`src/rtl/uart_pkg.sv`:
```
// Shared UART definitions: receiver state encoding, baud constant and frame width.
package uart_pkg;

  typedef enum logic [1:0] {
    S_IDLE  = 2'd0,
    S_START = 2'd1,
    S_DATA  = 2'd2,
    S_STOP  = 2'd3
  } state_t;

  localparam int BAUD_9600 = 10416;
  localparam int DATA_BITS = 8;

endpackage

```
`src/rtl/sync_2ff.sv`:
```
// Generic two-flop synchroniser for a single asynchronous input.
module sync_2ff #(
  parameter logic RESET_VAL = 1'b1
) (
  input  logic clk,
  input  logic rst_n,
  input  logic d,
  output logic q
);

  logic meta;

  always_ff @(posedge clk or negedge rst_n) begin
    if (!rst_n) begin
      meta <= RESET_VAL;
      q    <= RESET_VAL;
    end else begin
      meta <= d;
      q    <= meta;
    end
  end

endmodule

```
`src/rtl/uart_rx_fsm.sv`:
```
// 8N1 UART receiver: detects the start edge, samples each bit at mid-bit and
// strobes o_valid for a good stop bit or o_frame_err for a bad one.
module uart_rx_fsm
  import uart_pkg::*;
#(
  parameter int CLKS_PER_BIT = BAUD_9600,
  parameter int HALF_BIT     = CLKS_PER_BIT / 2
) (
  input  logic       i_clk,
  input  logic       i_reset_n,
  input  logic       i_rx,
  output logic [7:0] o_data,
  output logic       o_valid,
  output logic       o_frame_err,
  output logic       o_busy
);

  localparam int CW = $clog2(CLKS_PER_BIT);
  localparam int IW = $clog2(DATA_BITS);
  localparam logic [CW-1:0] HALF_LAST = CW'(HALF_BIT - 1);
  localparam logic [CW-1:0] BIT_LAST  = CW'(CLKS_PER_BIT - 1);
  localparam logic [IW-1:0] IDX_LAST  = IW'(DATA_BITS - 1);

  logic                 rx_s;
  logic                 rx_prev;
  state_t               state;
  state_t               next_state;
  logic [CW-1:0]        count;
  logic [IW-1:0]        bit_idx;
  logic [DATA_BITS-1:0] shift;
  logic                 count_clr;
  logic                 sample_bit;
  logic                 good_stop;
  logic                 bad_stop;

  sync_2ff #(.RESET_VAL(1'b1)) u_sync (
    .clk   (i_clk),
    .rst_n (i_reset_n),
    .d     (i_rx),
    .q     (rx_s)
  );

  always_comb begin
    next_state = state;
    count_clr  = 1'b0;
    sample_bit = 1'b0;
    good_stop  = 1'b0;
    bad_stop   = 1'b0;
    case (state)
      S_IDLE: begin
        // Only a fresh 1->0 edge starts a frame, so a held-low break cannot retrigger.
        if (rx_prev && !rx_s) next_state = S_START;
      end
      S_START: begin
        if (count == HALF_LAST) next_state = rx_s ? S_IDLE : S_DATA;
      end
      S_DATA: begin
        if (count == BIT_LAST) begin
          sample_bit = 1'b1;
          count_clr  = 1'b1;
          if (bit_idx == IDX_LAST) next_state = S_STOP;
        end
      end
      S_STOP: begin
        if (count == BIT_LAST) begin
          next_state = S_IDLE;
          good_stop  = rx_s;
          bad_stop   = !rx_s;
        end
      end
      default: next_state = S_IDLE;
    endcase
  end

  always_ff @(posedge i_clk or negedge i_reset_n) begin
    if (!i_reset_n) begin
      state       <= S_IDLE;
      rx_prev     <= 1'b1;
      count       <= '0;
      bit_idx     <= '0;
      shift       <= '0;
      o_data      <= 8'h00;
      o_valid     <= 1'b0;
      o_frame_err <= 1'b0;
      o_busy      <= 1'b0;
    end else begin
      state   <= next_state;
      rx_prev <= rx_s;
      count   <= (count_clr || next_state != state) ? '0 : count + CW'(1);
      if (state == S_START && next_state == S_DATA) bit_idx <= '0;
      else if (sample_bit)                          bit_idx <= bit_idx + IW'(1);
      if (sample_bit) shift[bit_idx] <= rx_s;
      if (good_stop) o_data <= shift;
      o_valid     <= good_stop;
      o_frame_err <= bad_stop;
      // Registered from next_state so o_busy lines up exactly with the state register.
      o_busy      <= (next_state != S_IDLE);
    end
  end

endmodule

```
`config.mk`:
```
export PLATFORM = sky130hd
export DESIGN_NAME = uart_rx_fsm
export DESIGN_NICKNAME = d
export VERILOG_FILES = /design/src/rtl/uart_pkg.sv /design/src/rtl/sync_2ff.sv /design/src/rtl/uart_rx_fsm.sv
export SDC_FILE = /design/constraint.sdc
export NUM_CORES = 1
export LEC_CHECK = 0
export BUFFER_PORTS_ARGS = -buffer_cell sky130_fd_sc_hd__buf_4
export CAP_MARGIN = 20
export CORE_MARGIN = 5
export CORE_UTILIZATION = 50
export DETAILED_ROUTE_END_ITERATION = 8
export HOLD_SLACK_MARGIN = 0.1
export PLACE_DENSITY = 0.68
export REMOVE_ABC_BUFFERS = 1
export SLEW_MARGIN = 20
export SYNTH_ARGS = -nofsm -noshare
export SYNTH_HDL_FRONTEND = slang
export SYNTH_SLANG_ARGS = --single-unit
```
`constraint.sdc`:
```
create_clock -name i_clk -period 5.1 [get_ports i_clk]
set_input_delay 1.53 -clock i_clk [delete_from_list [all_inputs] [get_ports i_clk]]
set_output_delay 1.53 -clock i_clk [all_outputs]
set_load 0.1 [all_outputs]
```
==> results.md <==
- Critical Setup Path Class: reg2out
- Main combinational cell family by area after synthesis: simple AND/OR/NAND/NOR gates
- Clk_lat worst skew: between 0.2 and 0.3 ns
- Hold Crit Class: reg2reg
- Final Hold Fails: 0
- Top cells by area, synth: dfrtp_1, mux2_2, nor2_1
- Worst-case reg-to-reg path depth: 5
- Clock root cell: clkbuf_8
- Syn Inst Count: 165
- Cts-stage hold buffer count: 0
- Delay-heaviest family, CP: flip-flops
- Initial DRC Count: 90
- Synth area leader: dfrtp_1
- CP startpoint: o_data[7]
- DRC Markers: 0
- WL per Instance: 14.45 um
- P per Cell Area: about 320 mW/mm^2
- First-pass GRT wire length: ~5700 um
- F_max: 407.1 MHz
- Worst slew pin tran: 0.6230 ns
- Setup Skew: 0.005153 ns
- Worst path depth: 1
- RSZ-0062 raised after global routing: no
- Clk buf depth: 2
- TNS Setup: 0 ns
- CTS tree: built
- Initial antenna violation count: 0
- Worst VDD drop: 0.2163 mV
- Req. time, crit path: 3.57 ns
- Seq/Total Area, Yosys: 0.5358
- Site Rows: 22
- Overall power: 0.6846 mW
- Clock sink total: 41
- Synthesis warning total: 0
- Final slew viol count: 0
- Avg Inst Size Synth: 11.65 um^2
- Final setup vio count: 0
- # port buffers: 13
- Post-synth EDFFs: 0
- Synth Area in Compound Gates: 0.04688
- Max_cap viols: 0
- Critical path's slowest cell: dfrtp_1
- Routed vias/inst: about 5.5
- Core area: 0.003689 mm^2
- Area growth syn-to-layout: 10.48%
- Setup bufs post-CTS: 0
- Outcome: finished, final reports clean
- Antenna diodes: 0
- Final Cycle Share: 0.4817
- Largest net degree at the start of global routing: 42
- Synth Area in Adders: 0.01953
- Width of the chip: approximately 72 um
- Top cell type's share of synthesized area: 0.4948
- Arrival @ worst endpoint: 0.93 ns
- Tmin final: 2.456 ns
- Initial Utilization: 0.5210
- Worst stage delay on the critical path: 0.35 ns
- Grt ovf: 0
- Final core utilization: 0.5756
- FF+latch count, synth: 41
- Final HPWL DP: 2340 um
- WP buf/inv: 1
- Die H: just over 70 um
- Number of global-route vias before repair: roughly 1200
- XOR/XNOR share of the synthesized area: 0.05924
- Slew headroom: 0.5828
- Routed vias: 1238
- Post-synthesis simple-gate area fraction: 0.2279
- Hold Crit Depth: 0
- Critical Path Start Type: flip-flop
- CTS H-tree lvls: 2
- CP max FO: 2
- Total Die Area: just over 0.005 mm^2
- DRT Pass-1 Iters: 4
- GRT Total Usage: 0.1380
- Worst-path cell chain: buf_4
- Clk slew on worst S/H paths: 0.07 ns
- Synthesized area: 0.001922 mm^2
- Area post-placement: 0.002041 mm^2
- # IOs: 14
- Fin nets: about 180
- Post-route ant nets: 0
- Final Wtd Congestion: 0.8488
- Final wirelength: 3281 um
- Final instance area: 0.002123 mm^2
- CTS buffer count: 5
- Mux share of post-synthesis cell area: 0.08073
- Hold Crit Start: u_sync.meta
- Proportion of layout cells with a drive suffix above 1: 0.2626
- Primary FF master, synth: dfrtp_1
- Crit path capture type: output pin
- LEAKAGE: 0.9982 nW
- Total of cells resized after clock tree synthesis: 0
- Cell variety after synth: 38
- Reg2reg start: count[0]
- Fill count: 334
- Asr flop ratio synth: 1.000
## cell usage in the layout, fill, tap and decap left out, drive strengths merged, types with 4 or more instances in the layout
cell type and n:
nor3 6, buf 13, xor2 6, inv 5
xnor2 7, dfrtp 38, o31ai 4, nor2 22
clkbuf 6, nand2 9, o21ai 6, nor4b 4
mux2 12, nand4 7, nand3 5
## worst reg2reg max path: stages, from the launching register on
cell and delay, ns:
dfrtp_1 0.38, ha_1 0.22, and3_2 0.28, nand4_2 0.40
o21ai_1 0.61, nor3_1 0.12
## flip-flops by register name (all words and copies together) (netlist names)
register	count
o_frame_err	1
o_data	8
count	14
shift	8
u_sync.meta	1
bit_idx	3
state	2
o_busy	1
o_valid	1
rx_prev	1
u_sync.q	1
## cells in the mapped netlist, drive strengths merged (2+ instances only)
| cell | instances |
|---|---|
| and3 | 2 |
| mux2i | 2 |
| o211ai | 2 |
| nor4b | 4 |
| dfstp | 3 |
| nor3 | 6 |
| o21ai | 6 |
| and4 | 2 |
| o31ai | 4 |
| buf | 6 |
| mux2 | 12 |
| nor2 | 22 |
| nand3 | 5 |
| dfrtp | 38 |
| inv | 5 |
| nand4 | 7 |
| nor4 | 3 |
| xor2 | 6 |
| ha | 3 |
| and4bb | 2 |
| nand3b | 2 |
| nand2 | 9 |
| xnor2 | 7 |
## metal layers
layer	global-route usage	vias up	wire [um]
met5	0	-	0
met4	0.03967	0	31
met3	0.03463	5	148
met2	0.2163	23	1562
met1	0.1903	602	1539
li1	-	608	-
## cell families (layout without fill, tap and decap cells)
| logic type | after synthesis | in the layout |
|---|---|---|
| xor gates and xnor gates | 13 | 13 |
| DFF | 41 | 41 |
| muxes | 14 | 14 |
| buffers and inverters | 12 | 26 |
| adders and majority gates | 3 | 3 |
| and+or+nand+nor | 68 | 68 |
| AOI/OAI and AO/OA | 14 | 14 |
## stage by stage
stage	setup WS, ns	hold WS, ns	std cells
6_report	2.644	0.3566	227
5_1_grt	2.591	0.3665	227
4_1_cts	2.628	0.3574	227
3_5_place_dp	2.948	0.3468	219
3_3_place_gp	2.960	0.3454	219
2_1_floorplan	2.675	0.3452	158
## final timing paths
kind / slack, ns / to
worst max-delay path: 2.64 / o_data[7]
worst max register to register: 2.94 / count[10]
max in group asynchronous: 3.52 / u_sync.meta
worst min register to register: 0.36 / u_sync.q
min in group asynchronous: 1.21 / count[12]
worst min-delay path: 0.36 / u_sync.q
## cell type report
| class | count | area [um^2] | area share |
|---|---|---|---|
| clock buffers | 6 | 72.57 | 0.03418 |
| clock inverters | 2 | 10.01 | 0.004714 |
| inverters | 5 | 18.77 | 0.008839 |
| multi-input cells | 112 | 834.6 | 0.3930 |
| flip-flops and latches | 41 | 1030 | 0.4850 |
| well taps | 48 | 60.06 | 0.02829 |
| repair buffers | 13 | 97.59 | 0.04596 |
## power by group
part           switching (mW)  internal (mW)
Combinational          0.0590         0.0403
Clock                   0.101         0.0947
Sequential             0.0347          0.355
Total                   0.195          0.490
(Power assumes the default switching activity.)
